[config.mk]
export PLATFORM = sky130hd
export DESIGN_NAME = apb_rr_stuff_engine_flat
export DESIGN_NICKNAME = d
export VERILOG_FILES = /design/src/rtl/apb_rr_stuff_engine_if.sv /design/src/rtl/apb_rr_stuff_engine.sv /design/src/flat_wrapper.sv
export SDC_FILE = /design/constraint.sdc
export NUM_CORES = 1
export LEC_CHECK = 0
export ABC_CLOCK_PERIOD_IN_PS = 12700
export CORE_MARGIN = 1
export CORE_UTILIZATION = 45
export DETAILED_ROUTE_END_ITERATION = 12
export GPL_TIMING_DRIVEN = 0
export PLACE_DENSITY_LB_ADDON = 0.05
export SLEW_MARGIN = 5
export SYNTH_ARGS = -nofsm -noshare
export SYNTH_HDL_FRONTEND = slang
export SYNTH_SLANG_ARGS = --single-unit
[constraint.sdc]
create_clock -name clk -period 12.7 [get_ports clk]
set_input_delay 1.905 -clock clk [delete_from_list [all_inputs] [get_ports clk]]
set_output_delay 1.905 -clock clk [all_outputs]
set_load 0.05 [all_outputs]
[src/rtl/apb_rr_stuff_engine_if.sv]
`default_nettype none
// ----------------------------------------------------------------------------
// apb_rr_stuff_engine_if : APB register port, req/ack source, rdy/vld source
//                          stream and notify/ack completion handshake.
// Revision: 1.0
// ----------------------------------------------------------------------------
interface apb_rr_stuff_engine_if #(
  parameter int DATA_W = 4
);
  localparam int OUT_W = DATA_W + 1;

  logic [31:0]       apbReg_paddr;
  logic              apbReg_psel;
  logic              apbReg_penable;
  logic              apbReg_pwrite;
  logic [31:0]       apbReg_pwdata;
  logic              apbReg_pready;
  logic [31:0]       apbReg_prdata;
  logic              apbReg_pslverr;

  logic              aStuffIf_req;
  logic [DATA_W-1:0] aStuffIf_data;
  logic              aStuffIf_ack;
  logic              aStuffIf_rdata;

  logic              cStuffIf_vld;
  logic [OUT_W-1:0]  cStuffIf_data;
  logic              cStuffIf_rdy;

  logic              startDone_notify;
  logic              startDone_ack;

  modport slave (
    input  apbReg_paddr, apbReg_psel, apbReg_penable, apbReg_pwrite, apbReg_pwdata,
    output apbReg_pready, apbReg_prdata, apbReg_pslverr,
    output aStuffIf_req, aStuffIf_data,
    input  aStuffIf_ack, aStuffIf_rdata,
    output cStuffIf_vld, cStuffIf_data,
    input  cStuffIf_rdy,
    output startDone_notify,
    input  startDone_ack
  );

  modport master (
    output apbReg_paddr, apbReg_psel, apbReg_penable, apbReg_pwrite, apbReg_pwdata,
    input  apbReg_pready, apbReg_prdata, apbReg_pslverr,
    input  aStuffIf_req, aStuffIf_data,
    output aStuffIf_ack, aStuffIf_rdata,
    input  cStuffIf_vld, cStuffIf_data,
    output cStuffIf_rdy,
    input  startDone_notify,
    output startDone_ack
  );
endinterface
`default_nettype wire

[src/rtl/apb_rr_stuff_engine.sv]
`default_nettype none
// ----------------------------------------------------------------------------
// apb_rr_stuff_engine : APB-programmed multi-channel round-robin req/ack engine.
// Revision: 1.0
// ----------------------------------------------------------------------------
module apb_rr_stuff_engine #(
  parameter int NUM_CH = 4,
  parameter int DATA_W = 4,
  parameter int CNT_W  = 8
) (
  input wire                   clk,
  input wire                   rst,
  apb_rr_stuff_engine_if.slave io_bus
);
  localparam int OUT_W = DATA_W + 1;
  localparam int CH_W  = (NUM_CH > 1) ? $clog2(NUM_CH) : 1;
  localparam logic [5:0]       c_idx_end = 6'(2 + 2 * NUM_CH);
  localparam logic [CH_W-1:0]  c_last_ch = CH_W'(NUM_CH - 1);
  localparam logic [CNT_W-1:0] c_cnt_one = CNT_W'(1);

  typedef enum logic [2:0] {
    S_IDLE   = 3'd0,
    S_ARB    = 3'd1,
    S_REQ    = 3'd2,
    S_OUT    = 3'd3,
    S_NOTIFY = 3'd4
  } state_t;

  state_t r_state, w_state_nxt;

  logic [CNT_W-1:0]  r_count     [NUM_CH];
  logic [DATA_W-1:0] r_seed      [NUM_CH];
  logic [NUM_CH-1:0] r_en;
  logic [CNT_W-1:0]  r_remaining [NUM_CH];
  logic [CNT_W-1:0]  r_result    [NUM_CH];
  logic [CH_W-1:0]   r_last_grant, r_grant;
  logic [DATA_W-1:0] r_req_data;
  logic              r_rdata, r_busy, r_done, r_aborted, r_abort_pend;

  logic              w_acc, w_wr, w_wr_ok, w_err, w_start, w_abort;
  logic              w_in_range, w_is_ctrl, w_is_stat, w_is_cfg, w_is_res;
  logic [5:0]        w_idx, w_ch_off;
  logic [CH_W-1:0]   w_ch;
  logic [31:0]       w_rd_word;
  logic              w_found;
  logic [CH_W-1:0]   w_pick;
  logic [CH_W:0]     w_cand;
  logic              w_req, w_vld, w_notify;
  logic              w_unused;

  // Register index: 0 CTRL, 1 STATUS, then CH_CFG/CH_RESULT pairs per channel.
  assign w_acc      = io_bus.apbReg_psel & io_bus.apbReg_penable;
  assign w_wr       = w_acc & io_bus.apbReg_pwrite;
  assign w_idx      = io_bus.apbReg_paddr[7:2];
  assign w_ch_off   = (w_idx - 6'd2) >> 1;
  assign w_ch       = w_ch_off[CH_W-1:0];
  assign w_in_range = (w_idx < c_idx_end);
  assign w_is_ctrl  = (w_idx == 6'd0);
  assign w_is_stat  = (w_idx == 6'd1);
  assign w_is_cfg   = w_in_range && (w_idx >= 6'd2) && !w_idx[0];
  assign w_is_res   = w_in_range && (w_idx >= 6'd2) && w_idx[0];
  assign w_err      = w_acc & (!w_in_range | (w_is_cfg & io_bus.apbReg_pwrite & r_busy));
  assign w_wr_ok    = w_wr & !w_err;
  assign w_start    = w_wr_ok & w_is_ctrl & io_bus.apbReg_pwdata[0] & (r_state == S_IDLE);
  assign w_abort    = w_wr_ok & w_is_ctrl & io_bus.apbReg_pwdata[1] & r_busy;
  assign w_unused   = ^{io_bus.apbReg_paddr[31:8], io_bus.apbReg_paddr[1:0],
                        io_bus.apbReg_pwdata, w_ch_off};

  always_comb begin
    w_rd_word = '0;
    if (w_is_stat) begin
      w_rd_word[2:0] = {r_aborted, r_done, r_busy};
    end else if (w_is_cfg) begin
      w_rd_word[CNT_W-1:0]   = r_count[w_ch];
      w_rd_word[16 +: DATA_W] = r_seed[w_ch];
      w_rd_word[31]          = r_en[w_ch];
    end else if (w_is_res) begin
      w_rd_word[CNT_W-1:0] = r_result[w_ch];
    end
  end

  assign io_bus.apbReg_pready  = w_acc;
  assign io_bus.apbReg_pslverr = w_err;
  assign io_bus.apbReg_prdata  = (w_acc && !w_err) ? w_rd_word : 32'd0;

  // Round-robin search starting one past the last granted channel.
  always_comb begin
    w_found = 1'b0;
    w_pick  = r_last_grant;
    w_cand  = '0;
    for (int i = 1; i <= NUM_CH; i++) begin
      w_cand = {1'b0, r_last_grant} + (CH_W+1)'(i);
      if (w_cand >= (CH_W+1)'(NUM_CH)) w_cand = w_cand - (CH_W+1)'(NUM_CH);
      if (!w_found && (r_remaining[w_cand[CH_W-1:0]] != '0)) begin
        w_found = 1'b1;
        w_pick  = w_cand[CH_W-1:0];
      end
    end
  end

  always_ff @(posedge clk) begin
    if (rst) r_state <= S_IDLE;
    else     r_state <= w_state_nxt;
  end

  always_comb begin
    w_state_nxt = r_state;
    w_req       = 1'b0;
    w_vld       = 1'b0;
    w_notify    = 1'b0;
    case (r_state)
      S_IDLE:   if (w_start) w_state_nxt = S_ARB;
      S_ARB:    w_state_nxt = (r_abort_pend || !w_found) ? S_NOTIFY : S_REQ;
      S_REQ: begin
        w_req = 1'b1;
        if (io_bus.aStuffIf_ack) w_state_nxt = S_OUT;
      end
      S_OUT: begin
        w_vld = 1'b1;
        if (io_bus.cStuffIf_rdy) w_state_nxt = S_ARB;
      end
      S_NOTIFY: begin
        w_notify = 1'b1;
        if (io_bus.startDone_ack) w_state_nxt = S_IDLE;
      end
      default:  w_state_nxt = S_IDLE;
    endcase
  end

  always_ff @(posedge clk) begin
    if (rst) begin
      for (int c = 0; c < NUM_CH; c++) begin
        r_count[c]     <= '0;
        r_seed[c]      <= '0;
        r_remaining[c] <= '0;
        r_result[c]    <= '0;
      end
      r_en         <= '0;
      r_last_grant <= c_last_ch;
      r_grant      <= '0;
      r_req_data   <= '0;
      r_rdata      <= 1'b0;
      r_busy       <= 1'b0;
      r_done       <= 1'b0;
      r_aborted    <= 1'b0;
      r_abort_pend <= 1'b0;
    end else begin
      if (w_wr_ok && w_is_cfg) begin
        r_count[w_ch] <= io_bus.apbReg_pwdata[CNT_W-1:0];
        r_seed[w_ch]  <= io_bus.apbReg_pwdata[16 +: DATA_W];
        r_en[w_ch]    <= io_bus.apbReg_pwdata[31];
      end
      if (w_wr_ok && w_is_stat) begin
        if (io_bus.apbReg_pwdata[1]) r_done    <= 1'b0;
        if (io_bus.apbReg_pwdata[2]) r_aborted <= 1'b0;
      end
      if (w_start) begin
        for (int c = 0; c < NUM_CH; c++) begin
          r_remaining[c] <= r_en[c] ? r_count[c] : '0;
          r_result[c]    <= '0;
        end
        r_busy <= 1'b1;
      end
      if (w_abort) r_abort_pend <= 1'b1;
      // Sticky sets come after the W1C clears so a same-cycle set wins.
      case (r_state)
        S_ARB: if (!r_abort_pend && w_found) begin
          r_grant      <= w_pick;
          r_last_grant <= w_pick;
          r_req_data   <= r_seed[w_pick] + DATA_W'(r_count[w_pick] - r_remaining[w_pick]);
        end
        S_REQ: if (io_bus.aStuffIf_ack) r_rdata <= io_bus.aStuffIf_rdata;
        S_OUT: if (io_bus.cStuffIf_rdy) begin
          r_remaining[r_grant] <= r_remaining[r_grant] - c_cnt_one;
          if (r_rdata) r_result[r_grant] <= r_result[r_grant] + c_cnt_one;
        end
        S_NOTIFY: if (io_bus.startDone_ack) begin
          r_busy       <= 1'b0;
          r_done       <= 1'b1;
          if (r_abort_pend) r_aborted <= 1'b1;
          r_abort_pend <= 1'b0;
        end
        default: ;
      endcase
    end
  end

  assign io_bus.aStuffIf_req     = w_req;
  assign io_bus.aStuffIf_data    = w_req ? r_req_data : '0;
  assign io_bus.cStuffIf_vld     = w_vld;
  assign io_bus.cStuffIf_data    = w_vld ? {r_rdata, r_req_data} : OUT_W'(0);
  assign io_bus.startDone_notify = w_notify;
endmodule
`default_nettype wire

[src/flat_wrapper.sv]
// flat-port wrapper written by rule: the top's interface ports become plain ports
module apb_rr_stuff_engine_flat 
#(
  parameter int NUM_CH = 4,
  parameter int DATA_W = 4,
  parameter int CNT_W  = 8
)
  (clk, rst, io_bus_apbReg_paddr, io_bus_apbReg_psel, io_bus_apbReg_penable, io_bus_apbReg_pwrite, io_bus_apbReg_pwdata, io_bus_apbReg_pready, io_bus_apbReg_prdata, io_bus_apbReg_pslverr, io_bus_aStuffIf_req, io_bus_aStuffIf_data, io_bus_aStuffIf_ack, io_bus_aStuffIf_rdata, io_bus_cStuffIf_vld, io_bus_cStuffIf_data, io_bus_cStuffIf_rdy, io_bus_startDone_notify, io_bus_startDone_ack);
  apb_rr_stuff_engine_if #(.DATA_W(DATA_W)) io_bus_i ();
  input wire clk;
  input wire rst;
  input wire logic [$bits(io_bus_i.apbReg_paddr)-1:0] io_bus_apbReg_paddr;
  input wire logic [$bits(io_bus_i.apbReg_psel)-1:0] io_bus_apbReg_psel;
  input wire logic [$bits(io_bus_i.apbReg_penable)-1:0] io_bus_apbReg_penable;
  input wire logic [$bits(io_bus_i.apbReg_pwrite)-1:0] io_bus_apbReg_pwrite;
  input wire logic [$bits(io_bus_i.apbReg_pwdata)-1:0] io_bus_apbReg_pwdata;
  output wire logic [$bits(io_bus_i.apbReg_pready)-1:0] io_bus_apbReg_pready;
  output wire logic [$bits(io_bus_i.apbReg_prdata)-1:0] io_bus_apbReg_prdata;
  output wire logic [$bits(io_bus_i.apbReg_pslverr)-1:0] io_bus_apbReg_pslverr;
  output wire logic [$bits(io_bus_i.aStuffIf_req)-1:0] io_bus_aStuffIf_req;
  output wire logic [$bits(io_bus_i.aStuffIf_data)-1:0] io_bus_aStuffIf_data;
  input wire logic [$bits(io_bus_i.aStuffIf_ack)-1:0] io_bus_aStuffIf_ack;
  input wire logic [$bits(io_bus_i.aStuffIf_rdata)-1:0] io_bus_aStuffIf_rdata;
  output wire logic [$bits(io_bus_i.cStuffIf_vld)-1:0] io_bus_cStuffIf_vld;
  output wire logic [$bits(io_bus_i.cStuffIf_data)-1:0] io_bus_cStuffIf_data;
  input wire logic [$bits(io_bus_i.cStuffIf_rdy)-1:0] io_bus_cStuffIf_rdy;
  output wire logic [$bits(io_bus_i.startDone_notify)-1:0] io_bus_startDone_notify;
  input wire logic [$bits(io_bus_i.startDone_ack)-1:0] io_bus_startDone_ack;
  assign io_bus_i.apbReg_paddr = io_bus_apbReg_paddr;
  assign io_bus_i.apbReg_psel = io_bus_apbReg_psel;
  assign io_bus_i.apbReg_penable = io_bus_apbReg_penable;
  assign io_bus_i.apbReg_pwrite = io_bus_apbReg_pwrite;
  assign io_bus_i.apbReg_pwdata = io_bus_apbReg_pwdata;
  assign io_bus_apbReg_pready = io_bus_i.apbReg_pready;
  assign io_bus_apbReg_prdata = io_bus_i.apbReg_prdata;
  assign io_bus_apbReg_pslverr = io_bus_i.apbReg_pslverr;
  assign io_bus_aStuffIf_req = io_bus_i.aStuffIf_req;
  assign io_bus_aStuffIf_data = io_bus_i.aStuffIf_data;
  assign io_bus_i.aStuffIf_ack = io_bus_aStuffIf_ack;
  assign io_bus_i.aStuffIf_rdata = io_bus_aStuffIf_rdata;
  assign io_bus_cStuffIf_vld = io_bus_i.cStuffIf_vld;
  assign io_bus_cStuffIf_data = io_bus_i.cStuffIf_data;
  assign io_bus_i.cStuffIf_rdy = io_bus_cStuffIf_rdy;
  assign io_bus_startDone_notify = io_bus_i.startDone_notify;
  assign io_bus_i.startDone_ack = io_bus_startDone_ack;
  apb_rr_stuff_engine #(.NUM_CH(NUM_CH), .DATA_W(DATA_W), .CNT_W(CNT_W)) u_core (.clk(clk), .rst(rst), .io_bus(io_bus_i));
endmodule
Yosys cells after proc, flatten, opt, wreduce, memory -nomap -nowiden
Memory sizes are Yosys's and may differ from the RTL's. A register that Yosys moved wholly into a read port is not among the register bits.
Cells that the tools add are included.
{"block": "word_totals", "mem_bits_ro": 0, "n_memories": 4, "ramBits": 112, "latchBits": 0, "reg_bits": 20, "output_inout_bits": 46}
{"block": "op_classes", "bitwise_logic": 20, "n_div": 0, "n_reduce_logical": 33, "eq_ne": 9, "order_cmp": 8, "shift": 0, "multipliers": 0, "addsub": 13, "mux": 97}
{"name": "u_core.r_count", "depth": 4, "width": 8, "read_ports": 6, "rd_clocked_by_memory_dff": 0, "write_ports": 4, "line_no": "apb_rr_stuff_engine.sv:31", "source": "logic [CNT_W-1:0] r_count [NUM_CH];"}
{"name": "u_core.r_remaining", "depth": 4, "width": 8, "read_ports": 6, "rd_clocked_by_memory_dff": 1, "write_ports": 4, "line_no": "apb_rr_stuff_engine.sv:34", "source": "logic [CNT_W-1:0] r_remaining [NUM_CH];"}
{"name": "u_core.r_result", "depth": 4, "width": 8, "read_ports": 2, "rd_clocked_by_memory_dff": 1, "write_ports": 4, "line_no": "apb_rr_stuff_engine.sv:35", "source": "logic [CNT_W-1:0] r_result [NUM_CH];"}
{"name": "u_core.r_seed", "depth": 4, "width": 4, "read_ports": 2, "rd_clocked_by_memory_dff": 0, "write_ports": 4, "line_no": "apb_rr_stuff_engine.sv:32", "source": "logic [DATA_W-1:0] r_seed [NUM_CH];"}
{"operator": "8-bit 2-to-1 mux", "count": 17}
{"operator": "1-bit 2-to-1 mux", "count": 47}
{"operator": "2-bit 2-to-1 mux", "count": 16}
{"operator": "32-bit 2-to-1 mux", "count": 1}
{"operator": "8-bit nonzero test", "count": 4}
{"operator": "8-bit OR reduction", "count": 3}
{"operator": "3-bit 2-to-1 mux", "count": 6}
{"operator": "4-bit 2-to-1 mux", "count": 4}
{"operator": "3-bit one-hot mux with 5 select lines", "count": 1}
{"operator": "3-bit >= comparator (second input constant)", "count": 4}
{"operator": "1-bit bitwise AND", "count": 11}
{"operator": "1-bit logical AND", "count": 11}
{"operator": "5-bit 2-to-1 mux", "count": 2}
{"operator": "1-bit OR", "count": 9}
{"operator": "8-bit by 1-bit adder with 8-bit output (second input constant)", "count": 1}
{"operator": "1-bit zero test", "count": 8}
{"operator": "2-bit by 1-bit subtractor with 2-bit output (second input constant)", "count": 4}
{"operator": "8-bit by 1-bit subtractor with 8-bit output (second input constant)", "count": 1}
{"operator": "2-bit by 2-bit adder with 3-bit output (second input constant)", "count": 2}
{"operator": "3-bit by 2-bit equality test with 1-bit output (second input constant)", "count": 2}
{"operator": "6-bit by 1-bit equality test with 1-bit output (second input constant)", "count": 1}
{"operator": "6-bit by 2-bit >= comparator with 1-bit output (second input constant)", "count": 1}
{"operator": "6-bit zero test", "count": 1}
{"operator": "6-bit by 4-bit < comparator with 1-bit output (second input constant)", "count": 1}
{"operator": "other kinds (19)", "count": 22}

Longest topological paths before layout
Gate-level depths: netlist (run 1).
An unclocked memory read counts as a cell.
{"block": "depth", "ltp_word": 19, "depth_mapped": 18, "mapped_depth_nobuf": 16}

Worst setup path before layout (run 1)
Ideal clock, no wire load.
{"block": "synth_timing", "path_type": "input -> output", "start": "in io_bus_apbReg_paddr[3]", "end": "out io_bus_apbReg_prdata[18]", "path_slack_ns": 5.877, "n_path_buf": 4, "cell_stages": 8, "arrival_time_ns": 4.918, "path_cell_list": "buf_2 > buf_1 > inv_1 > ha_1 > clkbuf_1 > clkbuf_1 > mux4_2 > nor3b_1"}
{"block": "synth_via", "elab_chain_len": 10, "elab_cells_between_ends": 17, "classes_between": "add/sub: 1; order compare: 2; eq/ne: 1; mux: 3; bitwise: 4; reduce/logical: 5; memory: 1"}
{"item": "from (decl)", "line_no": "flat_wrapper.sv:12", "source": "input wire logic [$bits(io_bus_i.apbReg_paddr)-1:0] io_bus_apbReg_paddr;"}
{"item": "6-bit by 4-bit < comparator with 1-bit output or 6-bit by 2-bit >= comparator with 1-bit output (tied branches)", "line_no": "apb_rr_stuff_engine.sv:57, apb_rr_stuff_engine.sv:60"}
{"item": "1-bit logical AND (2 in a row)", "line_no": "apb_rr_stuff_engine.sv:60", "source": "assign w_is_cfg = w_in_range && (w_idx >= 6'd2) && !w_idx[0];"}
{"item": "1-bit bitwise AND (2 in a row)", "line_no": "apb_rr_stuff_engine.sv:62", "source": "assign w_err = w_acc & (!w_in_range | (w_is_cfg & io_bus.apbReg_pwrite & r_busy));"}
{"item": "1-bit OR", "line_no": "apb_rr_stuff_engine.sv:62"}
{"item": "1-bit bitwise AND", "line_no": "apb_rr_stuff_engine.sv:62"}
{"item": "1-bit zero test", "line_no": "apb_rr_stuff_engine.sv:84", "source": "assign io_bus.apbReg_prdata = (w_acc && !w_err) ? w_rd_word : 32'd0;"}
{"item": "1-bit logical AND", "line_no": "apb_rr_stuff_engine.sv:84"}
{"item": "32-bit 2-to-1 mux *", "line_no": "apb_rr_stuff_engine.sv:84"}
{"item": "to (decl)", "line_no": "flat_wrapper.sv:18", "source": "output wire logic [$bits(io_bus_i.apbReg_prdata)-1:0] io_bus_apbReg_prdata;"}
Every way passes the cells marked *; elsewhere a longest branch is shown, timed or not.

Worst setup path after layout (run 1)
{"block": "layout_timing", "start": "in io_bus_apbReg_paddr[3]", "end": "out io_bus_apbReg_prdata[5]"}
{"block": "layout_via", "elab_chain_len": 10, "elab_cells_between_ends": 20, "classes_between": "add/sub: 1; order compare: 2; eq/ne: 1; mux: 4; bitwise: 4; reduce/logical: 6; memory: 2"}
{"item": "6-bit by 4-bit < comparator with 1-bit output or 6-bit by 2-bit >= comparator with 1-bit output (tied branches)", "line_no": "apb_rr_stuff_engine.sv:57, apb_rr_stuff_engine.sv:60, apb_rr_stuff_engine.sv:61"}
{"item": "1-bit logical AND", "line_no": "apb_rr_stuff_engine.sv:60, apb_rr_stuff_engine.sv:61"}
{"item": "1-bit logical AND", "line_no": "apb_rr_stuff_engine.sv:60"}
{"item": "1-bit bitwise AND (2 in a row)", "line_no": "apb_rr_stuff_engine.sv:62"}
{"item": "1-bit OR", "line_no": "apb_rr_stuff_engine.sv:62"}
{"item": "1-bit bitwise AND", "line_no": "apb_rr_stuff_engine.sv:62"}
{"item": "1-bit zero test", "line_no": "apb_rr_stuff_engine.sv:84"}
{"item": "1-bit logical AND", "line_no": "apb_rr_stuff_engine.sv:84"}
{"item": "32-bit 2-to-1 mux *", "line_no": "apb_rr_stuff_engine.sv:84"}
Marked as above.

==> impl_metrics.csv, run 1 <==
group,metric,value,unit
synth,synthCells,666,
placed_design,port_buffers,53,
finish,final_common_cell,"edfxtp_1",
finish,fin_nets,842,
pwr,power.net_switching,277.6,uW
clock_network,cts_tree,"built",
timing,hold_viol,0,
setup_path,critPathCaptureType,"output port",
setup_path,crit_type,"input port to output port",
finish,area_growth,19.13,%
timing,timing.final.crit_period,8.194,ns
route,route.vias.total,5609,
flow_run,maxCapViolCount,0,
placed_design,placed_area,8541,um2
placed_design,dp_slack,4.498,ns
synth,synth_warnings,0,
clock_network,holdBufCountCts,0,
pwr,p_total,1.105,mW
global_route,grt_pass1_wl,32230,um
floorplanning,start_util,0.4624,
clock_network,clkTransAtPathRegs,0.06,ns
timing,clock_skew,0.008048,ns
finish,drive_above_1_share,0.1691,
floorplanning,core,16580,um2
timing,grt_setup_unrepaired,"no",
synth,synth_edf_count,112,
pwr,internal-power,827.7,uW
clock_network,cts_resized,0,
route,avgRoutedWirePerCell,21.06,um
floorplanning,die_width,132.5,um
route,drt-initial-drc-count,647,
pwr,p_sw_frac,0.2512,
global_route,overflow,0,
setup_path,crit_required,10.80,ns
worst_hold_path,min_path_type,"register to register",
timing,post-route-period-util,0.6452,
placed_design,dp_cells,957,
setup_path,path_max_fanout,10,
pwr,ir_drop,0.00008897,V
route,dr.pass1.iters,5,
floorplanning,die_h,132.5,um
pwr,clkPwrFrac,0.449,
placed_design,place_congestion,0.9048,
clock_network,root_buffer,"clkbuf_16",
global_route,grt_pass1_vias,5582,
setup_path,worst_ep_arrival_time,6.29,ns
timing,fin_setup_tns,0,ns
timing,tightestPinTransition,0.9372,ns
finish,layout.cell_area.non_filler,9134,um2
timing,maxSlewViolCount,0,
route,ant_nets,0,
clock_network,cts-buffers-inserted,17,
clock_network,cts_buffer_depth,2,
timing,max_freq,122.0,MHz
pwr,comb_power_share,0.097,
synth,synth_area,7667,um2
pwr,leakage,3.274,nW
synth,yosysUniqueCellTypes,61,
global_route,grt_max_degree,17,
finish,final_util,0.5508,
synth,ys_ff_latch,134,
timing,layout_setup_ws,4.506,ns
synth,synth_ff_type,"edfxtp_1",
synth,async_reset_ff_frac,0,
synth,seq_area_frac_synth,0.4961,
clock_network,htreeDepth,4,
synth,syn_area_per_cell,11.51,um2
pwr,power_frac_seq,0.454,
route,wl,20820,um
finish,final_cells,989,
clock_network,cts.sinks,134,
floorplanning,pin_count,119,
timing,setup_viol,0,
clock_network,cts_setup_buffers,0,
global_route,antenna_found_initial,0,
placed_design,dp_hpwl,15640,um
timing,max-slew-margin-rel,0.3752,
floorplanning,die_area,17560,um2
pwr,power_density,121.0,nW/um2
finish,diodes,0,
global_route,grt_use_total,0.2480,
finish,final_cell_mix,"112 x edfxtp_1, 71 x nor2_1, 66 x nand2_1",
route,drc,0,
run_status,status,"complete, no violations",
setup_path,cp-start-kind,"input port",
route,post_drt_via_cell_ratio,5.671,
floorplanning,fp-row-count,47,
clock_network,clk_latency,0.42,ns
timing,whs,0.5068,ns
-- worst max-delay path, stage by stage --
cell	delay (ns)
clkdlybuf4s50_1	0.51
buf_2	0.28
buf_1	0.61
inv_1	0.20
ha_1	0.33
clkbuf_1	0.30
clkbuf_1	0.61
mux4_2	0.42
a22oi_1	0.10
nor2_1	0.17
clkdlybuf4s50_1	0.83
-- power groups by stage --
stage	logic, mW	clock network (mW)	registers (mW)
2_1_floorplan	0.0747	0	0.505
3_3_place_gp	0.106	0	0.510
3_5_place_dp	0.107	0	0.511
4_1_cts	0.107	0.501	0.501
5_1_grt	0.115	0.520	0.503
6_report	0.107	0.496	0.502
-- synth_stat cells (all sizes together) (3+ instances only) --
library cell,instances,area (um2)
nand2,66,247.7
ha,10,125.1
or4,6,67.56
a21o,3,22.52
a22o,4,35.03
inv,14,52.55
and2,58,362.9
mux2,9,101.4
o21ai,38,193.9
or2,3,18.77
and3,15,93.84
nand4,5,31.28
nand3,10,50.05
mux4,37,833.3
clkbuf,26,97.59
xnor2,11,96.34
xor2,7,61.31
nand2b,3,18.77
a211oi,7,70.07
buf,32,211.4
a21oi,16,80.08
nor2,72,272.8
or3,4,30.03
nor4,5,58.80
nor3b,5,42.54
edfxtp,112,3363
a22oi,9,67.56
fa,3,60.06
mux2i,18,180.2
dfxtp,22,440.4
nor3,14,80.08
-- per-layer routing --
layer | share of wire | vias to the layer above | global-route usage
met5 | 0 | - | 0
met4 | 0.016 | 0 | 0.08557
met3 | 0.067 | 23 | 0.04904
met2 | 0.48 | 250 | 0.4009
met1 | 0.44 | 2755 | 0.3343
li1 | - | 2581 | -
-- registers in the layout, summed over array words and instances (netlist names), named ones only --
| name | count |
|---|---|
| u_core.r_abort_pend | 1 |
| u_core.r_aborted | 1 |
| u_core.r_busy | 1 |
| u_core.r_count | 32 |
| u_core.r_done | 1 |
| u_core.r_en | 4 |
| u_core.r_grant | 2 |
| u_core.r_last_grant | 2 |
| u_core.r_rdata | 1 |
| u_core.r_remaining | 32 |
| u_core.r_req_data | 4 |
| u_core.r_result | 32 |
| u_core.r_seed | 16 |
| u_core.r_state | 3 |
-- final cells by class --
cell class	count	area [um2]
clock buffers	17	425.4
repair buffers	53	530.5
fillers	1455	7450
clock inverters	15	167.7
plain buffers	58	309.0
flip-flops and latches	134	3804
multi-input cells	478	3570
well taps	220	275.3
inverters	14	52.55
-- path summary, 6_finish.rpt --
path / start / to / slack, ns / depth (start not counted)
worst min-delay path: u_core.r_req_data[1]$_SDFFE_PP0P_ / u_core.r_req_data[1]$_SDFFE_PP0P_ / 0.51 / 2
worst max register to register: u_core.r_remaining[1][3]$_DFFE_PP_ / u_core.r_req_data[3]$_SDFFE_PP0P_ / 7.59 / 15
worst max-delay path: io_bus_apbReg_paddr[3] / io_bus_apbReg_prdata[5] / 4.51 / 11
worst min register to register: u_core.r_req_data[1]$_SDFFE_PP0P_ / u_core.r_req_data[1]$_SDFFE_PP0P_ / 0.51 / 2
-- logic make-up (layout without fill, tap and decap cells) --
logic type | after synthesis | in the layout | synth area share
AO/OA/AOI/OAI | 92 | 92 | 0.07980
XOR/XNOR | 18 | 18 | 0.02056
buffers and inverters | 72 | 157 | 0.04716
AND/OR/NAND/NOR | 272 | 272 | 0.1864
multiplexers | 64 | 64 | 0.1454
flip-flops | 134 | 134 | 0.4961
adder cells (fa/ha/maj) | 13 | 13 | 0.02415
other | 1 | 19 | 0.0004891
Power figures use the tool's default switching activity.
==> run 2, diff against run 1 <==
--- a/config.mk
+++ b/config.mk
@@ -5,7 +5,7 @@
 export SDC_FILE = /design/constraint.sdc
 export NUM_CORES = 1
 export LEC_CHECK = 0
-export ABC_CLOCK_PERIOD_IN_PS = 12700
+export ABC_CLOCK_PERIOD_IN_PS = 7600
 export CORE_MARGIN = 1
 export CORE_UTILIZATION = 45
 export DETAILED_ROUTE_END_ITERATION = 12
==> constraint.sdc (replaced) <==
create_clock -name clk -period 7.6 [get_ports clk]
set_input_delay 1.14 -clock clk [delete_from_list [all_inputs] [get_ports clk]]
set_output_delay 1.14 -clock clk [all_outputs]
set_load 0.05 [all_outputs]
==> results of run 2 <==
The final DEF is identical to that of run 1. Status: complete, no violations.
Main changes from that run: setup slack after placement 4.498 ns -> 0.9283 ns; setup slack after layout 4.506 ns -> 0.9358 ns; register-to-register setup slack 7.59 ns -> 2.49 ns; total power 1.105 mW -> 1.847 mW; worst IR drop on VDD 0.00008897 V -> 0.0001487 V
==> run 3, diff against run 2 <==
--- a/config.mk
+++ b/config.mk
@@ -11,6 +11,7 @@
 export DETAILED_ROUTE_END_ITERATION = 12
 export GPL_TIMING_DRIVEN = 0
 export PLACE_DENSITY_LB_ADDON = 0.05
+export RECOVER_POWER = 50
 export SLEW_MARGIN = 5
 export SYNTH_ARGS = -nofsm -noshare
 export SYNTH_HDL_FRONTEND = slang
==> run 3 against run 2 <==
  * Maximum frequency fell by 3.4%
  * Sequential share of layout area rose by 0.15 points
  * Via count rose by 0.36%
  * Clock-buffer cell count did not move
  * Register-to-register slack got worse by 1.3 ns
  * Setup slack got worse by 0.23 ns
  * Clock skew fell by 0.0020 ns
  * Combinational power barely moved
  * Global-route usage did not move
  * Critical path depth did not move
  * Sequential power barely moved
  * Critical endpoint unchanged
==> impl_metrics.csv, run 3 (synthesis results as in run 1) <==
group,metric,value,unit
setup_path,path_buf_inv,7,
pwr,power.net_switching,462.7,uW
global_route,antenna_found_initial,0,
flow_run,maxCapViolCount,0,
clock_network,cts_tree,"built",
floorplanning,die_h,132.5,um
pwr,p_sw_frac,0.2507,
setup_path,path_max_fanout,10,
finish,final_common_cell,"edfxtp_1",
global_route,grt_max_degree,17,
route,ant_nets,0,
route,drc,0,
clock_network,cts_setup_buffers,0,
pwr,power_density,202.8,nW/um2
finish,final_cell_mix,"112 x edfxtp_1, 71 x nor2_1, 66 x nand2_1",
clock_network,cts_buffer_depth,2,
floorplanning,start_util,0.4624,
setup_path,cp_slowest_stage_delay,0.83,ns
clock_network,cts-buffers-inserted,17,
finish,diodes,0,
worst_hold_path,min_path_type,"register to register",
setup_path,cp_cell_sequence,"clkdlybuf4s50_1 -> clkbuf_1 -> buf_1 -> inv_1 -> ha_1 -> clkbuf_1 -> clkbuf_1 -> mux4_2 -> a22oi_1 -> nor2_1 -> clkdlybuf4s50_1",
setup_path,path_delay_family,"buffers and inverters",
floorplanning,die_width,132.5,um
pwr,comb_power_share,0.097,
global_route,grt_pass1_vias,5582,
route,wl,20860,um
setup_path,slowest_stage,"clkdlybuf4s50_1",
setup_path,cp-start-kind,"input port",
timing,max-slew-margin-rel,0.2605,
timing,setup_viol,0,
placed_design,dp_hpwl,15640,um
timing,maxSlewViolCount,0,
global_route,grt_pass1_wl,32230,um
route,dr.pass1.iters,5,
route,route.vias.total,5629,
timing,hold_viol,0,
floorplanning,fp-row-count,47,
floorplanning,die_area,17560,um2
timing,timing.final.crit_period,6.899,ns
pwr,clkPwrFrac,0.449,
pwr,internal-power,1.383,mW
finish,largest_registers,"u_core.r_count (32), u_core.r_remaining (32), u_core.r_result (32)",
placed_design,port_buffers,53,
setup_path,critPathCaptureType,"output port",
clock_network,root_buffer,"clkbuf_16",
route,post_drt_via_cell_ratio,5.692,
pwr,ir_drop,0.0001463,V
route,avgRoutedWirePerCell,21.09,um
global_route,grt_use_total,0.2480,
finish,fillers,1464,
floorplanning,pin_count,119,
finish,final_util,0.5487,
finish,fin_nets,842,
route,drt-initial-drc-count,633,
clock_network,clk_latency,0.42,ns
timing,grt_setup_unrepaired,"no",
placed_design,place_congestion,0.9048,
setup_path,crit_required,6.46,ns
finish,area_growth,18.68,%
setup_path,crit_type,"input port to output port",
global_route,overflow,0,
setup_path,timing.critical_path.mode_cell,"clkbuf_1",
pwr,power_frac_seq,0.454,
finish,drive_above_1_share,0.1586,
clock_network,clkTransAtPathRegs,0.06,ns
clock_network,htreeDepth,4,
timing,whs,0.5083,ns
timing,max_freq,145.0,MHz
timing,fin_setup_tns,0,ns
clock_network,holdBufCountCts,0,
pwr,leakage,3.296,nW
run_status,status,"complete, no violations",
floorplanning,core,16580,um2
clock_network,cts.sinks,134,
timing,post-route-period-util,0.9077,
timing,clock_skew,0.006074,ns
setup_path,worst_ep_arrival_time,5.76,ns
clock_network,cts_resized,0,
timing,tightestPinTransition,1.100,ns
## run 3: final cells by class
class | count | area (um2) | area share
Sequential cell | 134 | 3804 | 0.4180
Multi-Input combinational cell | 478 | 3551 | 0.3902
Timing Repair Buffer | 53 | 530.5 | 0.05830
Clock buffer | 17 | 425.4 | 0.04675
Buffer | 58 | 294.0 | 0.03231
Tap cell | 220 | 275.3 | 0.03025
Clock inverter | 15 | 167.7 | 0.01842
Inverter | 14 | 52.55 | 0.005775
## run 3: worst reg2reg max path, stage by stage, from the launching register on
cell,delay [ns]
edfxtp_1,0.47
nor4_1,0.61
a21oi_1,0.26
o31ai_1,0.96
clkbuf_1,0.60
clkbuf_1,0.73
mux2i_1,0.20
nand2_1,0.10
o21ai_0,0.23
fa_1,0.63
inv_1,0.06
ha_1,0.29
a21o_1,0.17
a21oi_1,0.17
xnor2_1,0.10
or3_4,0.40
a211oi_2,0.24
nor3b_2,0.06
## run 3: power by group through the flow
stage | sequential [mW] | clock, mW | combinational (mW)
after floorplan | 0.844 | 0 | 0.125
after global placement | 0.851 | 0 | 0.177
after detailed placement | 0.853 | 0 | 0.178
after CTS | 0.838 | 0.838 | 0.180
after global routing | 0.840 | 0.868 | 0.191
final | 0.839 | 0.828 | 0.179
## run 3: worst paths after layout
check / to / startpoint / depth (start not counted) / slack [ns]
max reg2reg: u_core.r_req_data[3]$_SDFFE_PP0P_ / u_core.r_remaining[1][3]$_DFFE_PP_ / 17 / 1.21
min: u_core.r_req_data[1]$_SDFFE_PP0P_ / u_core.r_req_data[1]$_SDFFE_PP0P_ / 2 / 0.51
max: io_bus_apbReg_prdata[5] / io_bus_apbReg_paddr[3] / 11 / 0.70
min reg2reg: u_core.r_req_data[1]$_SDFFE_PP0P_ / u_core.r_req_data[1]$_SDFFE_PP0P_ / 2 / 0.51
## run 3: metal layers
| metal | global-route usage | wire (um) |
|---|---|---|
| met1 | 0.3343 | 9061 |
| met2 | 0.4009 | 9924 |
| met3 | 0.04904 | 1534 |
| met4 | 0.08557 | 337 |
| met5 | 0 | 0 |
## run 3: stage by stage
step	cells	total power, mW	cell area [um2]	setup WS (ns)
after global routing	989	1.900	9100	0.4144
after CTS	989	1.855	9134	0.9143
final	989	1.846	9100	0.7012
after global placement	957	1.029	8541	0.8793
after detailed placement	957	1.031	8541	0.9283
after floorplan	684	0.9688	7735	2.307
